File: src/rtl/fifo_rd_ctrl_if.sv
// Read-side port bundle of the async FIFO. The controller connects through the slave
// modport; the environment driving read requests uses the master modport.
interface fifo_rd_ctrl_if #(
   parameter int AW = 4
);
   logic          i_rd_en;
   logic [AW:0]   i_rd_wr_ptr;
   logic [AW:0]   i_rd_ae_lvl;
   logic          i_rd_uf_clr;
   logic [AW-1:0] o_rd_addr;
   logic [AW:0]   o_rd_ptr;
   logic          o_rd_empty;
   logic          o_rd_aempty;
   logic [AW:0]   o_rd_level;
   logic          o_rd_valid;
   logic          o_rd_underflow;

   modport slave (
      input  i_rd_en, i_rd_wr_ptr, i_rd_ae_lvl, i_rd_uf_clr,
      output o_rd_addr, o_rd_ptr, o_rd_empty, o_rd_aempty, o_rd_level,
             o_rd_valid, o_rd_underflow
   );

   modport master (
      output i_rd_en, i_rd_wr_ptr, i_rd_ae_lvl, i_rd_uf_clr,
      input  o_rd_addr, o_rd_ptr, o_rd_empty, o_rd_aempty, o_rd_level,
             o_rd_valid, o_rd_underflow
   );
endinterface

File: src/rtl/fifo_rd_ctrl.sv
// Read-side pointer/flag controller of the async FIFO: synchronizes the Gray write
// pointer, advances the read pointer and produces empty/almost-empty/level/underflow.
module fifo_rd_ctrl #(
   parameter int AW          = 4,
   parameter int SYNC_STAGES = 2
) (
   input logic             i_rd_clk,
   input logic             i_rd_rst,
   fifo_rd_ctrl_if.slave   rd_if
);

   // Handshake: a read is accepted when i_rd_en is high and the registered empty flag
   // is low; the RAM word for the accepted address is valid (o_rd_valid) one cycle later.

   logic [SYNC_STAGES-1:0][AW:0] r_sync;
   logic [AW:0]                  r_bin;
   logic [AW:0]                  r_gray;
   logic                         r_empty;
   logic                         r_aempty;
   logic [AW:0]                  r_level;
   logic                         r_valid;
   logic                         r_underflow;

   logic [AW:0] w_wq;
   logic [AW:0] w_wbin;
   logic        w_acc;
   logic [AW:0] w_bin_next;
   logic [AW:0] w_gray_next;
   logic [AW:0] w_lvl_next;

   assign w_wq        = r_sync[SYNC_STAGES-1];
   assign w_acc       = rd_if.i_rd_en & ~r_empty;
   assign w_bin_next  = r_bin + {{AW{1'b0}}, w_acc};
   assign w_gray_next = (w_bin_next >> 1) ^ w_bin_next;
   assign w_lvl_next  = w_wbin - w_bin_next;

   // Each binary bit is the XOR of all Gray bits at or above it.
   always_comb begin
      w_wbin = '0;
      for (int i = 0; i <= AW; i++) begin
         w_wbin[i] = ^(w_wq >> i);
      end
   end

   always_ff @(posedge i_rd_clk or posedge i_rd_rst) begin
      if (i_rd_rst) begin
         r_sync <= '0;
      end else begin
         r_sync[0] <= rd_if.i_rd_wr_ptr;
         for (int i = 1; i < SYNC_STAGES; i++) begin
            r_sync[i] <= r_sync[i-1];
         end
      end
   end

   always_ff @(posedge i_rd_clk or posedge i_rd_rst) begin
      if (i_rd_rst) begin
         r_bin       <= '0;
         r_gray      <= '0;
         r_empty     <= 1'b1;
         r_aempty    <= 1'b1;
         r_level     <= '0;
         r_valid     <= 1'b0;
         r_underflow <= 1'b0;
      end else begin
         r_bin       <= w_bin_next;
         r_gray      <= w_gray_next;
         r_empty     <= (w_gray_next == w_wq);
         r_aempty    <= (w_lvl_next <= rd_if.i_rd_ae_lvl);
         r_level     <= w_lvl_next;
         r_valid     <= w_acc;
         // A new underflow takes priority over a clear in the same cycle.
         r_underflow <= (rd_if.i_rd_en & r_empty) | (r_underflow & ~rd_if.i_rd_uf_clr);
      end
   end

   assign rd_if.o_rd_addr      = r_bin[AW-1:0];
   assign rd_if.o_rd_ptr       = r_gray;
   assign rd_if.o_rd_empty     = r_empty;
   assign rd_if.o_rd_aempty    = r_aempty;
   assign rd_if.o_rd_level     = r_level;
   assign rd_if.o_rd_valid     = r_valid;
   assign rd_if.o_rd_underflow = r_underflow;

endmodule
File: src/flat_wrapper.sv
// flat-port wrapper written by rule: the top's interface ports become plain ports
module fifo_rd_ctrl_flat 
#(
   parameter int AW          = 4,
   parameter int SYNC_STAGES = 2
)
  (i_rd_clk, i_rd_rst, rd_if_i_rd_en, rd_if_i_rd_wr_ptr, rd_if_i_rd_ae_lvl, rd_if_i_rd_uf_clr, rd_if_o_rd_addr, rd_if_o_rd_ptr, rd_if_o_rd_empty, rd_if_o_rd_aempty, rd_if_o_rd_level, rd_if_o_rd_valid, rd_if_o_rd_underflow);
  fifo_rd_ctrl_if #(.AW(AW)) rd_if_i ();
  input logic i_rd_clk;
  input logic i_rd_rst;
  input wire logic [$bits(rd_if_i.i_rd_en)-1:0] rd_if_i_rd_en;
  input wire logic [$bits(rd_if_i.i_rd_wr_ptr)-1:0] rd_if_i_rd_wr_ptr;
  input wire logic [$bits(rd_if_i.i_rd_ae_lvl)-1:0] rd_if_i_rd_ae_lvl;
  input wire logic [$bits(rd_if_i.i_rd_uf_clr)-1:0] rd_if_i_rd_uf_clr;
  output wire logic [$bits(rd_if_i.o_rd_addr)-1:0] rd_if_o_rd_addr;
  output wire logic [$bits(rd_if_i.o_rd_ptr)-1:0] rd_if_o_rd_ptr;
  output wire logic [$bits(rd_if_i.o_rd_empty)-1:0] rd_if_o_rd_empty;
  output wire logic [$bits(rd_if_i.o_rd_aempty)-1:0] rd_if_o_rd_aempty;
  output wire logic [$bits(rd_if_i.o_rd_level)-1:0] rd_if_o_rd_level;
  output wire logic [$bits(rd_if_i.o_rd_valid)-1:0] rd_if_o_rd_valid;
  output wire logic [$bits(rd_if_i.o_rd_underflow)-1:0] rd_if_o_rd_underflow;
  assign rd_if_i.i_rd_en = rd_if_i_rd_en;
  assign rd_if_i.i_rd_wr_ptr = rd_if_i_rd_wr_ptr;
  assign rd_if_i.i_rd_ae_lvl = rd_if_i_rd_ae_lvl;
  assign rd_if_i.i_rd_uf_clr = rd_if_i_rd_uf_clr;
  assign rd_if_o_rd_addr = rd_if_i.o_rd_addr;
  assign rd_if_o_rd_ptr = rd_if_i.o_rd_ptr;
  assign rd_if_o_rd_empty = rd_if_i.o_rd_empty;
  assign rd_if_o_rd_aempty = rd_if_i.o_rd_aempty;
  assign rd_if_o_rd_level = rd_if_i.o_rd_level;
  assign rd_if_o_rd_valid = rd_if_i.o_rd_valid;
  assign rd_if_o_rd_underflow = rd_if_i.o_rd_underflow;
  fifo_rd_ctrl #(.AW(AW), .SYNC_STAGES(SYNC_STAGES)) u_core (.i_rd_clk(i_rd_clk), .i_rd_rst(i_rd_rst), .rd_if(rd_if_i));
endmodule
File: config.mk
export PLATFORM = sky130hd
export DESIGN_NAME = fifo_rd_ctrl_flat
export DESIGN_NICKNAME = d
export VERILOG_FILES = /design/src/rtl/fifo_rd_ctrl_if.sv /design/src/rtl/fifo_rd_ctrl.sv /design/src/flat_wrapper.sv
export SDC_FILE = /design/constraint.sdc
export NUM_CORES = 1
export LEC_CHECK = 0
export ABC_AREA = 0
export CELL_PAD_IN_SITES_DETAIL_PLACEMENT = 1
export CELL_PAD_IN_SITES_GLOBAL_PLACEMENT = 1
export CORE_UTILIZATION = 34
export CTS_CLUSTER_DIAMETER = 50
export CTS_CLUSTER_SIZE = 25
export DETAILED_ROUTE_END_ITERATION = 16
export PLACE_DENSITY = 0.8
export RECOVER_POWER = 50
export SLEW_MARGIN = 5
export SYNTH_ARGS = -nofsm -noshare
export SYNTH_HDL_FRONTEND = slang
export SYNTH_SLANG_ARGS = --single-unit
File: constraint.sdc
create_clock -name i_rd_clk -period 3.1 [get_ports i_rd_clk]
set_input_delay 0.775 -clock i_rd_clk [delete_from_list [all_inputs] [get_ports i_rd_clk]]
set_output_delay 0.775 -clock i_rd_clk [all_outputs]
set_load 0.05 [all_outputs]
==> metrics.csv, run 1 <==
stage,metric,value,unit
detailed_routing,drt wl/cell,14.37,µm
detailed_routing,first-pass detailed-route iteration total,4,
die,die height,62.06,µm
grt,largest net degree at the start of global routing,29,
placed_design,RD Place Congestion,0.7693,
worst_setup_path,Worst path most repeated cell,o21a_1,
timing,clk_skew,5.158,ps
synth,"Top FF cell, synth",dfrtp_1,
hold_path,HP Class,register to register,
finish,Fill cells,360,
timing,WHS,367.7,ps
synth,Area contributors post-synth,"dfrtp_1, ha_1, xnor2_1, xor2_1, inv_1",
synth,Async SR Flop Fraction,100.0,%
grt,All-Layer GR Usage,16.48,%
placed_design,Port Buffers,31,
synth,register area share after synthesis,57.35,%
finish,Area growth syn-to-layout,54.18,%
run,max_cap viols,1,
synth,Synth cell types,21,
placed_design,Detail Placement HPWL,1.981,mm
clocking,CTS Buf Count,3,
worst_setup_path,Slowest cell on crit path,dfrtp_1,
detailed_routing,DRC violation total after the first TritonRoute iteration,12,
detailed_routing,Routed Antenna Nets,0,
hold_path,Hold Path Cell Cnt,0,
timing,Setup TNS Final,0,ps
worst_setup_path,Startpoint Class,register,
timing,Final Hold Viols,0,
clocking,Worst-path clk slew,150,ps
worst_setup_path,crit-path max cell delay,450,ps
placed_design,cell count after placement,182,
finish,sequential cell area,703.2,µm²
timing,Rel. slew slack,-0.1569,%
grt,vias in the first global route,944,
grt,global-route wire length before repair,4.395,mm
synth,synthesized area,0.001226,mm²
worst_setup_path,critical path class,register to register,
timing,crit path time final,3073,ps
synth,Synth Warn #,0,
worst_setup_path,Critical Path End Type,register,
finish,"Core Util, Final",55.78,%
synth,"Net Count, Synth",121,
finish,Antenna diodes,0,
clocking,post-cts hold buffer count,0,
timing,endpoints failing setup,0,
finish,Nets,176,
timing,Slew Limit Fails,28,
synth,Cells after Synth,96,
die,Die Wd,62.06,µm
run_status,run status,"finished, violations left",
die,I/O Pins,32,
grt,initial antenna violation count,0,
die,full die area,0.003851,mm²
timing,Least-Margin Pin Slew,1502,ps
clocking,CTS root buf,clkbuf_4,
worst_setup_path,CP Cell Sequence,"xor2_2, xnor2_2, xor2_2, xor2_1, ha_2, fa_1, inv_2, ha_4, nor2b_1, o21a_1, o21a_1, o21a_1, o21ai_1",
worst_setup_path,"Data arrival, critical path",3350,ps
clocking,TritonCTS clock tree,done,
timing,Fmax achieved,325.5,MHz
clocking,TritonCTS Sinks,28,
clocking,CTS max path bufs,2,
die,# rows,21,
timing,Final period util,99.12,%
grt,global route overflow,0,
finish,layout cell share with drive strength beyond 1,28.00,%
detailed_routing,total wire length,2.816,mm
finish,final cell count without fillers,196,
worst_setup_path,Reg2Reg Depth,13,
clocking,H-tree depth,1,
synth,"top cells by count, synth","dfrtp_1, inv_1, ha_1, xnor2_1, xor2_1",
detailed_routing,DR vias,876,
synth,"EDFF count, synth",0,
worst_setup_path,CP max FO,2,
timing,RSZ-0062 raised after global routing,true,
synth,post-synthesis cell type with the largest combined area,dfrtp_1,
synth,Synth Register Bits,28,
synth,"count leader, synth",dfrtp_1,
detailed_routing,via/cell ratio,4.469,
synth,Mean Syn Cell Area,12.77,µm²
finish,footprint of the multi-input gates,565.5,µm²
die,core box area,0.003390,mm²
synth,top-area cell type share of the netlist area,53.06,%
run_status,failing checks,"capacitance limit, slew limit",
worst_setup_path,Critical Path RT,3370,ps
detailed_routing,drt drc,0,
die,initial core utilization,36.18,%
clocking,clk_lat worst skew,330,ps
[sequential cells by signal, summed over array words and instances, names as in the netlist]
signal and flops:
u_core.r_bin 5, u_core.rd_if.o_rd_valid 1, u_core.rd_if.o_rd_level 5, u_core.rd_if.o_rd_ptr 4, u_core.rd_if.o_rd_aempty 1, u_core.rd_if.o_rd_underflow 1
u_core.r_sync 5, u_core.w_wq 5, u_core.rd_if.o_rd_empty 1
[per-layer routing]
metal | GRT usage, % | wire, µm | vias up
met2 | 32.37 | 1616 | 25
met3 | 1.863 | 86 | 4
met5 | 0 | 0 | -
li1 | - | - | 407
met1 | 17.99 | 1089 | 440
met4 | 5.714 | 24 | 0
[stage by stage]
stage	cell area (µm²)	worst slack, ps
2_1_floorplan	1239	12.29
3_3_place_gp	1674	-501.5
3_5_place_dp	1674	-637.4
4_1_cts	1842	22.09
5_1_grt	1891	-93.31
6_report	1891	27.34
[final timing paths]
path	startpoint	endpoint	slack [ps]
min	u_core.r_sync[4]$_DFF_PP0_	u_core.w_wq[4]$_DFF_PP0_	370
max in group asynchronous	i_rd_rst	u_core.rd_if.o_rd_level[0]$_DFF_PP0_	840
min reg2reg	u_core.r_sync[4]$_DFF_PP0_	u_core.w_wq[4]$_DFF_PP0_	370
max reg2reg	u_core.w_wq[4]$_DFF_PP0_	u_core.rd_if.o_rd_aempty$_DFF_PP1_	30
min in group asynchronous	i_rd_rst	u_core.w_wq[1]$_DFF_PP0_	1400
max	u_core.w_wq[4]$_DFF_PP0_	u_core.rd_if.o_rd_aempty$_DFF_PP1_	30
[what timing repair did]
item,CTS,global route
setup buffers,5,5
pin swaps,8,5
gates resized for setup,14,3
endpoints found under the setup margin,1,1
[kinds of logic (layout without fill, tap and decap cells)]
| family | Yosys count | count (layout) | synth area share, % |
|---|---|---|---|
| flip-flops | 28 | 28 | 57.35 |
| adder cells (fa/ha/maj) | 11 | 11 | 11.84 |
| XOR/XNOR | 20 | 20 | 14.90 |
| AO/OA/AOI/OAI | 10 | 10 | 5.918 |
| buffers and inverters | 17 | 71 | 5.204 |
| AND/OR/NAND/NOR | 10 | 10 | 4.797 |
[critical path, delay by kind of cell (launching register included)]
kind / cells / cell delay [ps]
simple gates: 1 / 130
xor+xnor: 4 / 850
compound gates: 4 / 620
fa+ha+maj: 3 / 880
flops: 1 / 450
buf+inv: 1 / 100
[placed cells by master (no fill, tap or decap), types with 6 or more instances in the layout]
| cell type | count |
|---|---|
| dfrtp_1 | 26 |
| clkdlybuf4s50_1 | 23 |
| buf_4 | 18 |
| inv_1 | 15 |
| xnor2_1 | 7 |
| dlygate4sd3_1 | 7 |
| xor2_1 | 6 |
| ha_1 | 6 |
[final cells by class]
cell class	instances	area share (%)
clock inverter	1	1.588
inverter	17	3.375
sequential	28	37.19
timing repair buffer	50	23.69
tap	46	3.044
multi-input combinational	51	29.91
clock buffer	3	1.191
Power of run 1 is not shown: default switching activity piles up to over one toggle a cycle in this logic, so the estimate is an artifact.
==> run 2, diff against run 1 <==
CORE_UTILIZATION = 40   (was 34)
PLACE_DENSITY = 0.87   (was 0.8)
clock period = 3.79 ns   (was 3.1 ns; I/O delays follow)
==> metrics.csv, run 2 (synthesis gave the netlist of run 1 again) <==
stage,metric,value,unit,change
grt,global-route wire length before repair,4.036,mm,-8.2%
placed_design,area post-placement,0.001620,mm²,-3.2%
timing,Fmax achieved,283.0,MHz,
clocking,Post-CTS Setup Inserts,0,,-5
detailed_routing,DRC violation total after the first TritonRoute iteration,15,,+3
finish,"Core Util, Final",58.51,%,+2.7 points
die,initial core utilization,43.34,%,+7.2 points
run_status,run status,"finished, violations left",,
hold_path,Min-Delay Startpoint,u_core.r_sync[4]$_DFF_PP0_,,
detailed_routing,Metal-1 WL,972,µm,-11%
timing,endpoints failing setup,0,,unchanged
placed_design,Detail Placement HPWL,1.907,mm,-3.7%
clocking,CTS Buf Count,3,,unchanged
die,full die area,0.003291,mm²,-15%
worst_setup_path,CP max FO,4,,+2
clocking,clk_lat worst skew,330,ps,about the same
worst_setup_path,CP Cell Sequence,"clkdlybuf4s50_1, and2b_1, and2_1, ha_1, xor2_2, inv_1, ha_1, a21o_1, a21oi_1, xor2_1, ha_1, and3_1, nand3_1, o21ai_0",,
detailed_routing,via/cell ratio,4.780,,+6.9%
finish,layout cell share with drive strength beyond 1,10.22,%,-18 points
worst_setup_path,CP bufs+invs,2,,+1
finish,Antenna diodes,0,,unchanged
clocking,H-tree depth,1,,unchanged
detailed_routing,met3 WL,107,µm,+24%
timing,Least-Margin Pin Slew,1006,ps,-495.9 ps
worst_setup_path,Critical Path RT,4060,ps,+690 ps
timing,Final period util,93.25,%,
worst_setup_path,Reg2Reg Depth,14,,+1
clocking,CTS resizes,0,,-14
worst_setup_path,critical path class,input pin to register,,
die,core box area,0.002829,mm²,-17%
clocking,Worst-path clk slew,150,ps,about the same
worst_setup_path,Startpoint Class,input pin,,
die,I/O Pins,32,,unchanged
detailed_routing,DR top layer,met4,,
finish,"most common cell after layout, fill and taps aside",dfrtp_1,,
timing,Rel. slew slack,32.83,%,+33 points
detailed_routing,first-pass detailed-route iteration total,10,,+6
grt,All-Layer GR Usage,16.15,%,-0.33 points
finish,Finished Cell Area,0.001655,mm²,-12%
worst_setup_path,worst r2r src,u_core.w_wq[3]$_DFF_PP0_,,
clocking,TritonCTS Sinks,28,,unchanged
die,# rows,19,,-9.5%
detailed_routing,drt wl/cell,14.21,µm,-1.1%
detailed_routing,total wire length,2.388,mm,-15%
placed_design,Port Buffers,31,,unchanged
finish,Nets,163,,-7.4%
worst_setup_path,Worst path most repeated cell,ha_1,,
timing,Final Hold Viols,0,,unchanged
timing,clk_skew,8.461,ps,+3.303 ps
die,Die Wd,57.37,µm,-7.6%
clocking,post-cts hold buffer count,0,,unchanged
timing,RSZ-0062 raised after global routing,false,,
detailed_routing,drt drc,4,,+4
finish,Area growth syn-to-layout,35.00,%,
grt,global route overflow,0,,unchanged
grt,largest net degree at the start of global routing,29,,unchanged
timing,Slew Limit Fails,0,,-100%
worst_setup_path,crit-path max cell delay,470,ps,+20 ps
timing,WHS,365.8,ps,-1.866 ps
detailed_routing,met2 WL,1.285,mm,-20%
detailed_routing,Routed Antenna Nets,0,,unchanged
grt,initial antenna violation count,0,,unchanged
worst_setup_path,"CP delay by family, top",adder cells,,
worst_setup_path,r2r setup slk,480,ps,+450 ps
run_status,failing checks,DRC,,
hold_path,HP Class,register to register,,
hold_path,Hold Path Sink,u_core.w_wq[4]$_DFF_PP0_,,
clocking,TritonCTS clock tree,done,,
clocking,CTS root buf,clkbuf_4,,
die,die height,57.37,µm,-7.6%
worst_setup_path,Critical Path End Type,register,,
placed_design,RD Place Congestion,0.7569,,-1.6%
finish,most frequent cells in the layout,"dfrtp_1, clkdlybuf4s50_1, inv_1",,
worst_setup_path,Slowest cell on crit path,clkdlybuf4s50_1,,
detailed_routing,DR vias,803,,-8.3%
worst_setup_path,RR Endpoint,u_core.rd_if.o_rd_aempty$_DFF_PP1_,,
worst_setup_path,"Data arrival, critical path",3810,ps,+460 ps
run,max_cap viols,0,,-1
clocking,CTS max path bufs,2,,unchanged
timing,crit path time final,3534,ps,
grt,vias in the first global route,885,,-6.3%
hold_path,Hold Path Cell Cnt,0,,unchanged
-- run 2: cell count changes in the layout (fill, tap and decap cells not counted), moves of 3 or more --
cell     delta
ha_4        -3
xnor2_1     +3
buf_4      -12
xor2_1      +3
xnor2_2     -3
ha_1        +4
-- run 2: per-layer routing --
metal | vias up | global-route usage, %
met5 | - | 0
met4 | 0 | 4.878
met3 | 4 | 2.721
met2 | 26 | 29.07
met1 | 388 | 19.73
li1 | 385 | -
-- run 2: worst max path at each step --
| stage | start | to | slack (ps) | depth (start not counted) |
|---|---|---|---|---|
| finish | rd_if_i_rd_en | u_core.rd_if.o_rd_aempty$_DFF_PP1_ | 260 | 14 |
| global route | rd_if_i_rd_en | u_core.rd_if.o_rd_aempty$_DFF_PP1_ | 40 | 14 |
| CTS | rd_if_i_rd_en | u_core.rd_if.o_rd_aempty$_DFF_PP1_ | 260 | 14 |
| detailed placement | rd_if_i_rd_en | u_core.rd_if.o_rd_aempty$_DFF_PP1_ | -60 | 14 |
| global placement | rd_if_i_rd_en | u_core.rd_if.o_rd_aempty$_DFF_PP1_ | 30 | 14 |
| floorplan | rd_if_i_rd_en | u_core.rd_if.o_rd_aempty$_DFF_PP1_ | 510 | 13 |
-- run 2: through the flow --
stage	setup WS [ps]	instances	TNS, ps
4_1_cts	263.1	168	0
2_1_floorplan	513.2	96	0
3_3_place_gp	31.38	164	0
5_1_grt	41.41	168	0
3_5_place_dp	-62.06	164	-62.06
6_report	256.0	168	0
-- run 2: cell type report --
cell class / count / area (µm²)
clock buffer: 4 / 36.28
inverter: 17 / 63.81
tap: 31 / 38.79
sequential: 28 / 703.2
fill: 293 / 1174
multi-input combinational: 51 / 457.9
timing repair buffer: 37 / 355.3
Power of run 2 is left out for the same reason.
